### src/rtl/fetch_decode_queue.sv
// fetch_decode_queue: circular FIFO of {instruction, pc} pairs between Fetch
// and Decode, with valid/ready handshakes on both sides and a flush that
// discards wrong-path entries after a taken branch.
// Optional build macro: FDQ_BUBBLE_NOP_EN - when defined, an empty queue
// presents ORR XZR,XZR,XZR with pc 0 instead of the stale slot contents.
module fetch_decode_queue #(
  parameter int INSTR_W = 32,
  parameter int WORD_W  = 64,
  parameter int DEPTH   = 4,
  localparam int PTR_W  = $clog2(DEPTH)
) (
  input  logic               clk,
  input  logic               reset,
  input  logic               flush,
  input  logic               in_valid,
  output logic               in_ready,
  input  logic [INSTR_W-1:0] in_instruction,
  input  logic [WORD_W-1:0]  in_pc,
  output logic               out_valid,
  input  logic               out_ready,
  output logic [INSTR_W-1:0] out_instruction,
  output logic [WORD_W-1:0]  out_pc,
  output logic [PTR_W:0]     count
);

  localparam logic [PTR_W:0]     FULL_COUNT = (PTR_W + 1)'(DEPTH);
  localparam logic [PTR_W:0]     ONE_COUNT  = (PTR_W + 1)'(1);
  localparam logic [PTR_W-1:0]   ONE_PTR    = PTR_W'(1);
`ifdef FDQ_BUBBLE_NOP_EN
  localparam logic [INSTR_W-1:0] NOP_INSTR  = INSTR_W'(32'hAA1F03FF);
`endif

  logic [INSTR_W-1:0] instr_mem [DEPTH];
  logic [WORD_W-1:0]  pc_mem    [DEPTH];
  logic [PTR_W-1:0]   wr_ptr;
  logic [PTR_W-1:0]   rd_ptr;
  logic               push;
  logic               pop;

  // Handshake qualifiers; in_ready depends only on registered count, so
  // there is no combinational path from out_ready back to Fetch.
  always_comb begin
    in_ready  = (count != FULL_COUNT);
    out_valid = (count != '0);
    push      = in_valid & in_ready;
    pop       = out_valid & out_ready;
  end

  // Entry storage: written at the tail on every accepted push.
  // NOTE: storage arrays carry no reset; emptiness is tracked by count and
  // the pointers, so clearing the data would only cost reset fan-out.
  always_ff @(posedge clk) begin
    if (push && !flush && !reset) begin
      instr_mem[wr_ptr] <= in_instruction;
      pc_mem[wr_ptr]    <= in_pc;
    end
  end

  // Pointer and occupancy update; reset outranks flush, flush outranks
  // any same-cycle push or pop.
  // NOTE: sequential state uses non-blocking assignments so every register
  // samples pre-edge values regardless of statement order.
  always_ff @(posedge clk) begin
    if (reset || flush) begin
      wr_ptr <= '0;
      rd_ptr <= '0;
      count  <= '0;
    end else begin
      if (push) wr_ptr <= wr_ptr + ONE_PTR;
      if (pop)  rd_ptr <= rd_ptr + ONE_PTR;
      case ({push, pop})
        2'b10:   count <= count + ONE_COUNT;
        2'b01:   count <= count - ONE_COUNT;
        default: count <= count;
      endcase
    end
  end

  // Head entry read combinationally; empty-queue value depends on build.
  // NOTE: both outputs are assigned on every path so no latch is inferred.
  always_comb begin
    out_instruction = instr_mem[rd_ptr];
    out_pc          = pc_mem[rd_ptr];
`ifdef FDQ_BUBBLE_NOP_EN
    if (count == '0) begin
      out_instruction = NOP_INSTR;
      out_pc          = '0;
    end
`else
    // Empty queue shows the stale slot; consumers qualify with out_valid.
`endif
  end

endmodule

### config.mk
export PLATFORM = sky130hd
export DESIGN_NAME = fetch_decode_queue
export DESIGN_NICKNAME = d
export VERILOG_FILES = /design/src/rtl/fetch_decode_queue.sv
export SDC_FILE = /design/constraint.sdc
export NUM_CORES = 1
export LEC_CHECK = 0
export BUFFER_PORTS_ARGS = -buffer_cell sky130_fd_sc_hd__buf_2
export CORE_ASPECT_RATIO = 1.1
export CORE_MARGIN = 3
export CORE_UTILIZATION = 61
export CTS_CLUSTER_DIAMETER = 100
export DETAILED_ROUTE_END_ITERATION = 6
export PLACE_DENSITY_LB_ADDON = 0.08
export SETUP_SLACK_MARGIN = 0.4
export SLEW_MARGIN = 25
export SYNTH_ARGS = -nofsm -noshare
export SYNTH_HDL_FRONTEND = slang
export SYNTH_SLANG_ARGS = --single-unit
### constraint.sdc
create_clock -name clk -period 5.8 [get_ports clk]
set_input_delay 0.87 -clock clk [delete_from_list [all_inputs] [get_ports clk]]
set_output_delay 0.87 -clock clk [all_outputs]
set_load 0.01 [all_outputs]
==> impl_metrics.ini, run 1 <==
[run_status]
status = finished, final reports clean

[yosys]
synth_top_cell_by_area = edfxtp_1
synthTopCellsByCount = edfxtp_1 (384), mux4_2 (96), buf_2 (11), dfxtp_1 (9)
synthFlopType = edfxtp_1
syn-cell-area_mm2 = 0.01433
synth_area_per_cell_um2 = 25.82
post-synth-top-area-fraction = 0.8048
synth_cell_type_count = 26
synth_top_cells_by_area = edfxtp_1 (80%), mux4_2 (15%), dfxtp_1 (1.3%)
yosys_warnings = 0
ys_seq_elements = 393
synth_nets = 662
synthArstFlopShare = 0
ys_seq_area_frac = 0.8173
post-synth-top-count-cell = edfxtp_1
postSynthCellCount = 555
synth_edf_count = 384

[global_route]
grt_max_degree = 71
grt_pass1_wl_um = 41640
grt_pass1_vias = 7121
track_usage = 0.2140
antenna_found_initial = 6
grt_overflow = 0

[setup_path]
reg2regPathDepth = 5
endpoint_kind = output pin
arrival_ns = 2.72
r2r-end = pc_mem[1][32]$_DFFE_PP_
cp-start-kind = flip-flop
critPathRequiredTime_ns = 4.93
ff2ff_setup_slack_ns = 3.27
worst-path-max-fanout = 55
r2r_start = count[0]$_SDFFE_PP0P_
path_class = flip-flop to output pin

[cells_and_area]
syn_to_final_growth_pct = 17.61
stdcell_count = 1106
fillCellCount = 1288
drive_gt1_frac = 0.4558
final_cell_area_mm2 = 0.01685
final_nets = 888

[sta]
slew_headroom = 0.3967
min_period_over_period = 0.6185
fin_skew_ns = 0.02210
rsz0062_at_grt = false
fin_tns_setup_ns = 0
hold_viol = 0
post-route-min-period_ns = 3.588
whs_ns = 0.5191
setup_viol = 0
drv_slew = 0
tightest_slew_ns = 0.9049
fmax_mhz = 278.7

[floorplanning]
dieArea_mm2 = 0.02537
io_pins = 202
rows = 58
dieHeight_um = 166.7
initial_core_util = 0.6229
die_w_um = 152.1
coreArea_mm2 = 0.02300

[power_and_ir_drop]
p_per_area_mw_per_mm2 = 330.7
pwr-share-comb = 0.035
leakagePower_uw = 0.005557
p_switching_uw = 1057
power_frac_seq = 0.567
p_int_uw = 4517
power_frac_clock = 0.398
ir_drop_v = 0.0002656
netSwitchingFraction = 0.1896

[worst_hold_path]
hold_path_startpoint = wr_ptr[0]$_SDFFE_PP0P_
whs_path_depth = 2
hold_path.class = flip-flop to flip-flop
hold_end = wr_ptr[0]$_SDFFE_PP0P_

[drt]
first_iter_violations = 446
num_vias = 6577
postRouteWirelength_um = 26830
drcViolationCount = 0
wl_per_cell_um = 24.26
ant_nets = 0
drtPass1Iterations = 4
avgViaCountPerCell = 5.947

[placement]
place_congestion = 0.7862
io_buffers = 201
placed_area_mm2 = 0.01564
dp.cells = 1038
place_hpwl_um = 16100

[clocking]
clkSinkCount = 393
cts_root_buf = clkbuf_16
cts-buffers-inserted = 37
cts_hold_buf = 0
clk_pin_slew_ns = 0.06
cts_tree = yes
clkLatencyLatePin_ns = 0.52
clockBufferDepth = 3
cts_setup_buffers = 0
cts_resized = 0
cts.htree.levels = 2

[flow_run]
cap_violations = 0
-- cell type report --
cell class	count	area, µm²	share of cell area
Inverter	6	22.52	0.001336
Multi-Input combinational cell	132	2462	0.1461
Timing Repair Buffer	211	1159	0.06875
Clock buffer	51	1031	0.06118
Antenna cell	3	7.507	0.0004455
Sequential cell	393	11720	0.6954
Tap cell	300	375.4	0.02227
Clock inverter	10	76.32	0.004529
-- placed cells by master, fill, tap and decap left out, drive strengths merged --
cell	n
a21oi	2
and2	1
and3	4
buf	211
bufinv	1
clkbuf	51
clkinv	7
clkinvlp	1
dfxtp	9
diode	3
edfxtp	384
fa	1
ha	5
inv	7
mux2i	1
mux4	96
nand2	2
nand4	1
nor2	7
o21ai	1
o311ai	1
o31a	1
o31ai	1
or2	1
or3	2
or3b	1
xnor2	1
xor2	3
-- flip-flops by register name (all words and copies together) (netlist names), named ones only --
register   count
count          3
instr_mem    128
pc_mem       256
rd_ptr         2
wr_ptr         2
-- critical path, cell delays in order, from the launching register on --
cell and delay (ns):
dfxtp_4 0.91, buf_12 0.48, mux4_2 0.61, buf_2 0.17
-- kinds of logic (layout without fill, tap and decap cells) --
| family | Yosys count | count (layout) | share of synthesized area |
|---|---|---|---|
| and+or+nand+nor | 19 | 19 | 0.007685 |
| other | 0 | 3 | 0 |
| buffers and inverters | 30 | 278 | 0.01196 |
| AOI/OAI and AO/OA | 6 | 6 | 0.003231 |
| adders and majority gates | 6 | 6 | 0.005763 |
| DFF | 393 | 393 | 0.8173 |
| muxes | 97 | 97 | 0.1516 |
| xor gates and xnor gates | 4 | 4 | 0.002445 |
-- metal layers --
layer | share of wire | up-vias | routed length (µm) | global-route usage
met5 | 0.0022 | - | 59 | 0
met4 | 0.019 | 8 | 505 | 0.05551
met3 | 0.072 | 50 | 1935 | 0.06003
met2 | 0.51 | 242 | 13590 | 0.3509
met1 | 0.40 | 3442 | 10740 | 0.2925
li1 | - | 2835 | - | -
-- worst max path at each step --
stage	to	slack, ns	depth (start not counted)	start
after floorplan	instr_mem[2][0]$_DFFE_PP_	1.91	2	flush
after global placement	pc_mem[1][33]$_DFFE_PP_	2.60	4	flush
after detailed placement	pc_mem[1][8]$_DFFE_PP_	2.51	4	flush
after CTS	out_pc[24]	2.10	3	flip-flop
after global routing	out_pc[63]	1.96	3	flip-flop
final	out_pc[63]	2.21	3	flip-flop
-- stage by stage --
step	power (µW)	utilization	setup slack (ns)
floorplan	3307	-	1.907
global placement	3402	0.6800	2.601
detailed placement	3415	0.6800	2.512
CTS	5624	0.7281	2.099
global route	5741	0.7324	1.962
finish	5574	0.7326	2.212
-- power groups by stage --
stage                     registers [µW]  logic (µW)  clock network (µW)
after global routing                3160         211                2370
after global placement              3220         183                   0
after detailed placement            3220         194                   0
after CTS                           3160         194                2270
final                               3160         193                2220
after floorplan                     3220        90.7                   0
Power figures use the tool's default switching activity.
==> inputs of run 2 (changes only) <==
Settings changed: CORE_UTILIZATION 61 to 51.
Clock period 5.8 ns to 3.3 ns, I/O delays scaled along.
==> run 2 against run 1 <==
  * Global-route usage shrank 4.1 points
  * Design area grew 1.4%
  * Sequential power grew 76%
  * Highest routed layer unchanged
  * Critical endpoint is now out_pc[38]
  * Total power grew 81%
  * Critical path type unchanged
  * Non-clock buffer count grew 3
  * Clock power grew 90%
==> impl_metrics.ini, run 2 (same netlist as run 1, synthesis figures left out) <==
[clocking]
cts_hold_buf = 0
cts_setup_buffers = 0
cts.htree.levels = 2
clkSinkCount = 393
clkLatencyLatePin_ns = 0.50
cts_resized = 0
clk_pin_slew_ns = 0.06
cts_root_buf = clkbuf_16
clockBufferDepth = 3
cts_tree = yes
cts-buffers-inserted = 39

[sta]
tightest_slew_ns = 0.7259
fin_tns_setup_ns = 0
post-route-min-period_ns = 2.711
min_period_over_period = 0.8214
setup_viol = 0
hold_viol = 0
drv_slew = 0
fmax_mhz = 368.9
rsz0062_at_grt = false
fin_skew_ns = 0.01442
slew_headroom = 0.5160

[setup_path]
cp-start-kind = flip-flop
crit_chain = buf_4 -> mux4_2 -> buf_2
crit_end = out_pc[38]
arrival_ns = 2.22
worst-path-max-fanout = 19
r2r_start = count[2]$_SDFFE_PP0P_
endpoint_kind = output pin
ff2ff_setup_slack_ns = 0.76
critPathRequiredTime_ns = 2.80
cp_slowest_stage_delay_ns = 0.61
reg2regPathDepth = 9
r2r-end = count[2]$_SDFFE_PP0P_
path_class = flip-flop to output pin
crit_slowest_cell = dfxtp_4

[floorplanning]
rows = 63
dieArea_mm2 = 0.03015
initial_core_util = 0.5254
coreArea_mm2 = 0.02727
dieHeight_um = 181.8
die_w_um = 165.8
io_pins = 202

[global_route]
grt_use_met1 = 0.2176
track_usage = 0.1726
grt_overflow = 0
met3_usage = 0.05182
grt_use_met2 = 0.3001
grt_pass1_vias = 7162
grt_max_degree = 52
grt-busiest-layer = met2
grt_pass1_wl_um = 40440
antenna_found_initial = 5

[cells_and_area]
fillCellCount = 1917
most-common-layout-cells = edfxtp_1 (384), buf_2 (201), mux4_2 (96)
drive_gt1_frac = 0.4632
largest-register = pc_mem
final_nets = 893
largest_registers = pc_mem x256, instr_mem x128, count x3
multi_input_area_mm2 = 0.002462
largest_register_ffs = 256
syn_to_final_growth_pct = 19.25
final_util = 0.6265
layout_commonest_cell = edfxtp_1
ff_latch_area_mm2 = 0.01172

[power_and_ir_drop]
power_frac_seq = 0.549
power_frac_clock = 0.417
pwr-share-comb = 0.034
p_int_uw = 8218
p_per_area_mw_per_mm2 = 591.2
ir_drop_v = 0.0004563
leakagePower_uw = 0.005645
netSwitchingFraction = 0.1864
p_switching_uw = 1883

[placement]
place_congestion = 0.7618
place_hpwl_um = 15540
io_buffers = 201

[drt]
num_vias = 6440
avgViaCountPerCell = 5.486
drcViolationCount = 0
ant_nets = 0
first_iter_violations = 503
drtPass1Iterations = 4
postRouteWirelength_um = 26080
wl_per_cell_um = 22.21

[flow_run]
cap_violations = 0

[run_status]
status = finished, final reports clean

[worst_hold_path]
hold_path.class = primary input to flip-flop
run 2: changes by cell type in the layout (fill, tap and decap cells not counted):
cell       before  now
clkbuf_16      39   41
bufinv_16       1    3
clkinv_1        4    5
buf_12          3    7
clkinv_2        3    9
buf_4           5    6
buf_16          2    0
inv_6           1    0
diode_2         3    1
run 2: power groups by stage:
stage / registers (µW) / clock network (µW) / logic, µW
after global routing: 5550 / 4530 / 371
after detailed placement: 5660 / 0 / 346
after CTS: 5550 / 4330 / 348
final: 5550 / 4210 / 340
after global placement: 5650 / 0 / 331
after floorplan: 5650 / 0 / 159
run 2: stage by stage:
stage | setup slack, ns | instances | instance area, µm² | hold WS (ns) | power (µW)
6_report | 0.5894 | 1174 | 17090 | 0.2013 | 10100
5_1_grt | 0.4163 | 1173 | 17080 | 0.1801 | 10450
4_1_cts | 0.5000 | 1173 | 17080 | 0.1739 | 10220
3_5_place_dp | 0.8071 | 1102 | 15840 | 0.4992 | 6002
3_3_place_gp | 0.9310 | 1102 | 15840 | 0.4832 | 5982
2_1_floorplan | 0.7478 | 555 | 14330 | 0.4688 | 5812
run 2: critical path, delay by kind of cell, from the launching register on:
kind                   cells  cell delay, ns
flip-flops                 1            0.61
multiplexers               1            0.56
buffers and inverters      2            0.54
run 2: layout make-up:
type | instances | area share
Multi-Input combinational cell | 132 | 0.1441
Clock buffer | 53 | 0.06327
Tap cell | 357 | 0.02614
Sequential cell | 393 | 0.6858
Inverter | 6 | 0.001318
Timing Repair Buffer | 214 | 0.06971
Antenna cell | 1 | 0.0001465
Clock inverter | 18 | 0.009446
run 2: routing by layer:
metal	routed length, µm	vias up	part of all wire
li1	-	2846	-
met5	50	-	0.0019
met4	395	8	0.015
met2	13600	185	0.52
met1	10310	3362	0.40
met3	1723	39	0.066
run 2: worst min-delay path by stage:
stage	from	to	slack, ns	cells past startpoint
global placement	wr_ptr[0]$_SDFFE_PP0P_	wr_ptr[0]$_SDFFE_PP0P_	0.48	2
finish	in_pc[27]	pc_mem[2][27]$_DFFE_PP_	0.20	1
floorplan	wr_ptr[0]$_SDFFE_PP0P_	wr_ptr[0]$_SDFFE_PP0P_	0.47	2
global route	in_pc[32]	pc_mem[0][32]$_DFFE_PP_	0.18	1
CTS	in_pc[27]	pc_mem[2][27]$_DFFE_PP_	0.17	1
detailed placement	wr_ptr[0]$_SDFFE_PP0P_	wr_ptr[0]$_SDFFE_PP0P_	0.50	2
==> inputs of run 3 (changes only) <==
Clock period 3.3 ns to 2.2 ns, I/O delays scaled along.
==> run 3 against run 2 <==
  * The flow now finishes with violations (negative setup slack)
  * Sequential power rose by 50%
  * Non-clock buffer count increased by 77
  * First-iteration DRC count shrank 5.2%
  * Global-route usage increased by 1.8 points
  * Count of clock-buffer cells in the layout did not move
  * Critical path type unchanged
  * Flip-flop and latch count unchanged
  * Via count rose by 7.2%
  * Worst setup slack worse by 0.67 ns
==> impl_metrics.ini, run 3 (same netlist as run 1, synthesis figures left out) <==
[placement]
place_congestion = 0.7355
place_hpwl_um = 16270
io_buffers = 201
place_ws_ns = 0.004885
dp.cells = 1110

[flow_run]
cap_violations = 0

[setup_path]
cp_slowest_stage_delay_ns = 0.51
path_class = flip-flop to output pin
cp-start-kind = flip-flop
path_common_cell = buf_12
crit_chain = buf_12 -> buf_12 -> buf_16 -> mux4_2 -> buf_6
worst-path-max-fanout = 6
endpoint_kind = output pin
arrival_ns = 1.95
crit_slowest_cell = mux4_2
critPathRequiredTime_ns = 1.87

[cells_and_area]
largest_register_ffs = 256
ff_latch_area_mm2 = 0.01173
layout_commonest_cell = edfxtp_1
diodes = 0
final_nets = 971
drive_gt1_frac = 0.5168
fillCellCount = 1744
syn_to_final_growth_pct = 33.48
stdcell_count = 1251
final_util = 0.7013
most-common-layout-cells = edfxtp_1 (384), buf_2 (130), mux4_2 (96)
largest-register = pc_mem
largest_registers = pc_mem x256, instr_mem x128, count x3
multi_input_area_mm2 = 0.002507

[sta]
fmax_mhz = 438.6
post-route-min-period_ns = 2.280
drv_slew = 0
tightest_slew_ns = 0.5543
rsz0062_at_grt = true
slew_headroom = 0.6291
hold_viol = 0
setup_viol = 71
min_period_over_period = 1.036
setup_ws_ns = -0.08005
fin_tns_setup_ns = -3.139
fin_skew_ns = 0.01726

[drt]
drtPass1Iterations = 5
postRouteWirelength_um = 30920
avgViaCountPerCell = 5.519
drcViolationCount = 0
ant_nets = 0
wl_per_cell_um = 24.72
first_iter_violations = 477
num_vias = 6904

[clocking]
clockBufferDepth = 3
clkLatencyLatePin_ns = 0.51
cts_root_buf = clkbuf_16
cts.htree.levels = 2
cts_tree = yes
cts-buffers-inserted = 40
clk_pin_slew_ns = 0.06
clkSinkCount = 393

[floorplanning]
die_w_um = 165.8
dieHeight_um = 181.8
rows = 63
coreArea_mm2 = 0.02727
initial_core_util = 0.5254
io_pins = 202
dieArea_mm2 = 0.03015

[power_and_ir_drop]
netSwitchingFraction = 0.1897
p_switching_uw = 2931
power_frac_clock = 0.414
leakagePower_uw = 0.006478
p_int_uw = 12520
power_frac_seq = 0.538
pwr-share-comb = 0.048
p_per_area_mw_per_mm2 = 807.7
ir_drop_v = 0.0007270

[run_status]
status = finished with violations
failed_checks = negative setup slack

[global_route]
grt_pass1_wl_um = 43820
grt_max_degree = 59
grt_use_met1 = 0.2434
grt-busiest-layer = met2
grt_pass1_vias = 7330
grt_use_met2 = 0.3304
grt_overflow = 0
antenna_found_initial = 4
track_usage = 0.1911
met3_usage = 0.05400

[worst_hold_path]
hold_path.class = primary input to flip-flop
## run 3: layout make-up
class / count / area share
Clock buffer: 53 / 0.05705
Clock inverter: 19 / 0.008243
Inverter: 6 / 0.001308
Multi-Input combinational cell: 132 / 0.1311
Sequential cell: 393 / 0.6133
Tap cell: 357 / 0.02335
Timing Repair Buffer: 291 / 0.1656
## run 3: what timing repair did
action / in CTS / in global routing
resized for setup: 95 / 57
gates cloned: 11 / 23
endpoints found under the setup margin: 339 / 240
buffers inserted: 16 / 18
pin swaps: 9 / 5
hold buffers: 1 / 0
hold endpoints to repair: 4 / 0
## run 3: power groups by stage
stage | clock network [µW] | registers [µW] | logic, µW
6_report | 6390 | 8310 | 743
5_1_grt | 6900 | 8310 | 794
4_1_cts | 6560 | 8310 | 669
3_5_place_dp | 0 | 8480 | 543
3_3_place_gp | 0 | 8470 | 517
2_1_floorplan | 0 | 8480 | 246
## run 3: critical path, delay by kind of cell (launching register included)
kind	cells	cell delay (ns)
flops	1	0.37
mux	1	0.51
buf+inv	4	0.56
## run 3: per-layer routing
layer  vias to the layer above  share of wire
li1                       3019              -
met1                      3619           0.39
met2                       218           0.52
met3                        40          0.068
met4                         8          0.014
met5                         -         0.0018
## run 3: stage by stage
| stage | total power [µW] | hold WS [ns] | instance area, µm² |
|---|---|---|---|
| floorplan | 8722 | 0.4289 | 14370 |
| global placement | 8986 | 0.4776 | 16010 |
| detailed placement | 9020 | 0.5181 | 16010 |
| CTS | 15540 | 0.0003039 | 18160 |
| global route | 16000 | 0.004229 | 19130 |
| finish | 15450 | 0.02638 | 19130 |
## run 3: path summary, 6_finish.rpt
| kind | start | end | slack (ns) | cells past startpoint |
|---|---|---|---|---|
| setup / recovery | flip-flop | out_pc[17] | -0.08 | 5 |
| hold / removal | in_instruction[19] | instr_mem[1][19]$_DFFE_PP_ | 0.03 | 1 |
| setup reg to reg | count[0]$_SDFFE_PP0P_ | count[2]$_SDFFE_PP0P_ | 0.05 | 9 |
| hold reg to reg | wr_ptr[0]$_SDFFE_PP0P_ | wr_ptr[0]$_SDFFE_PP0P_ | 0.52 | 2 |
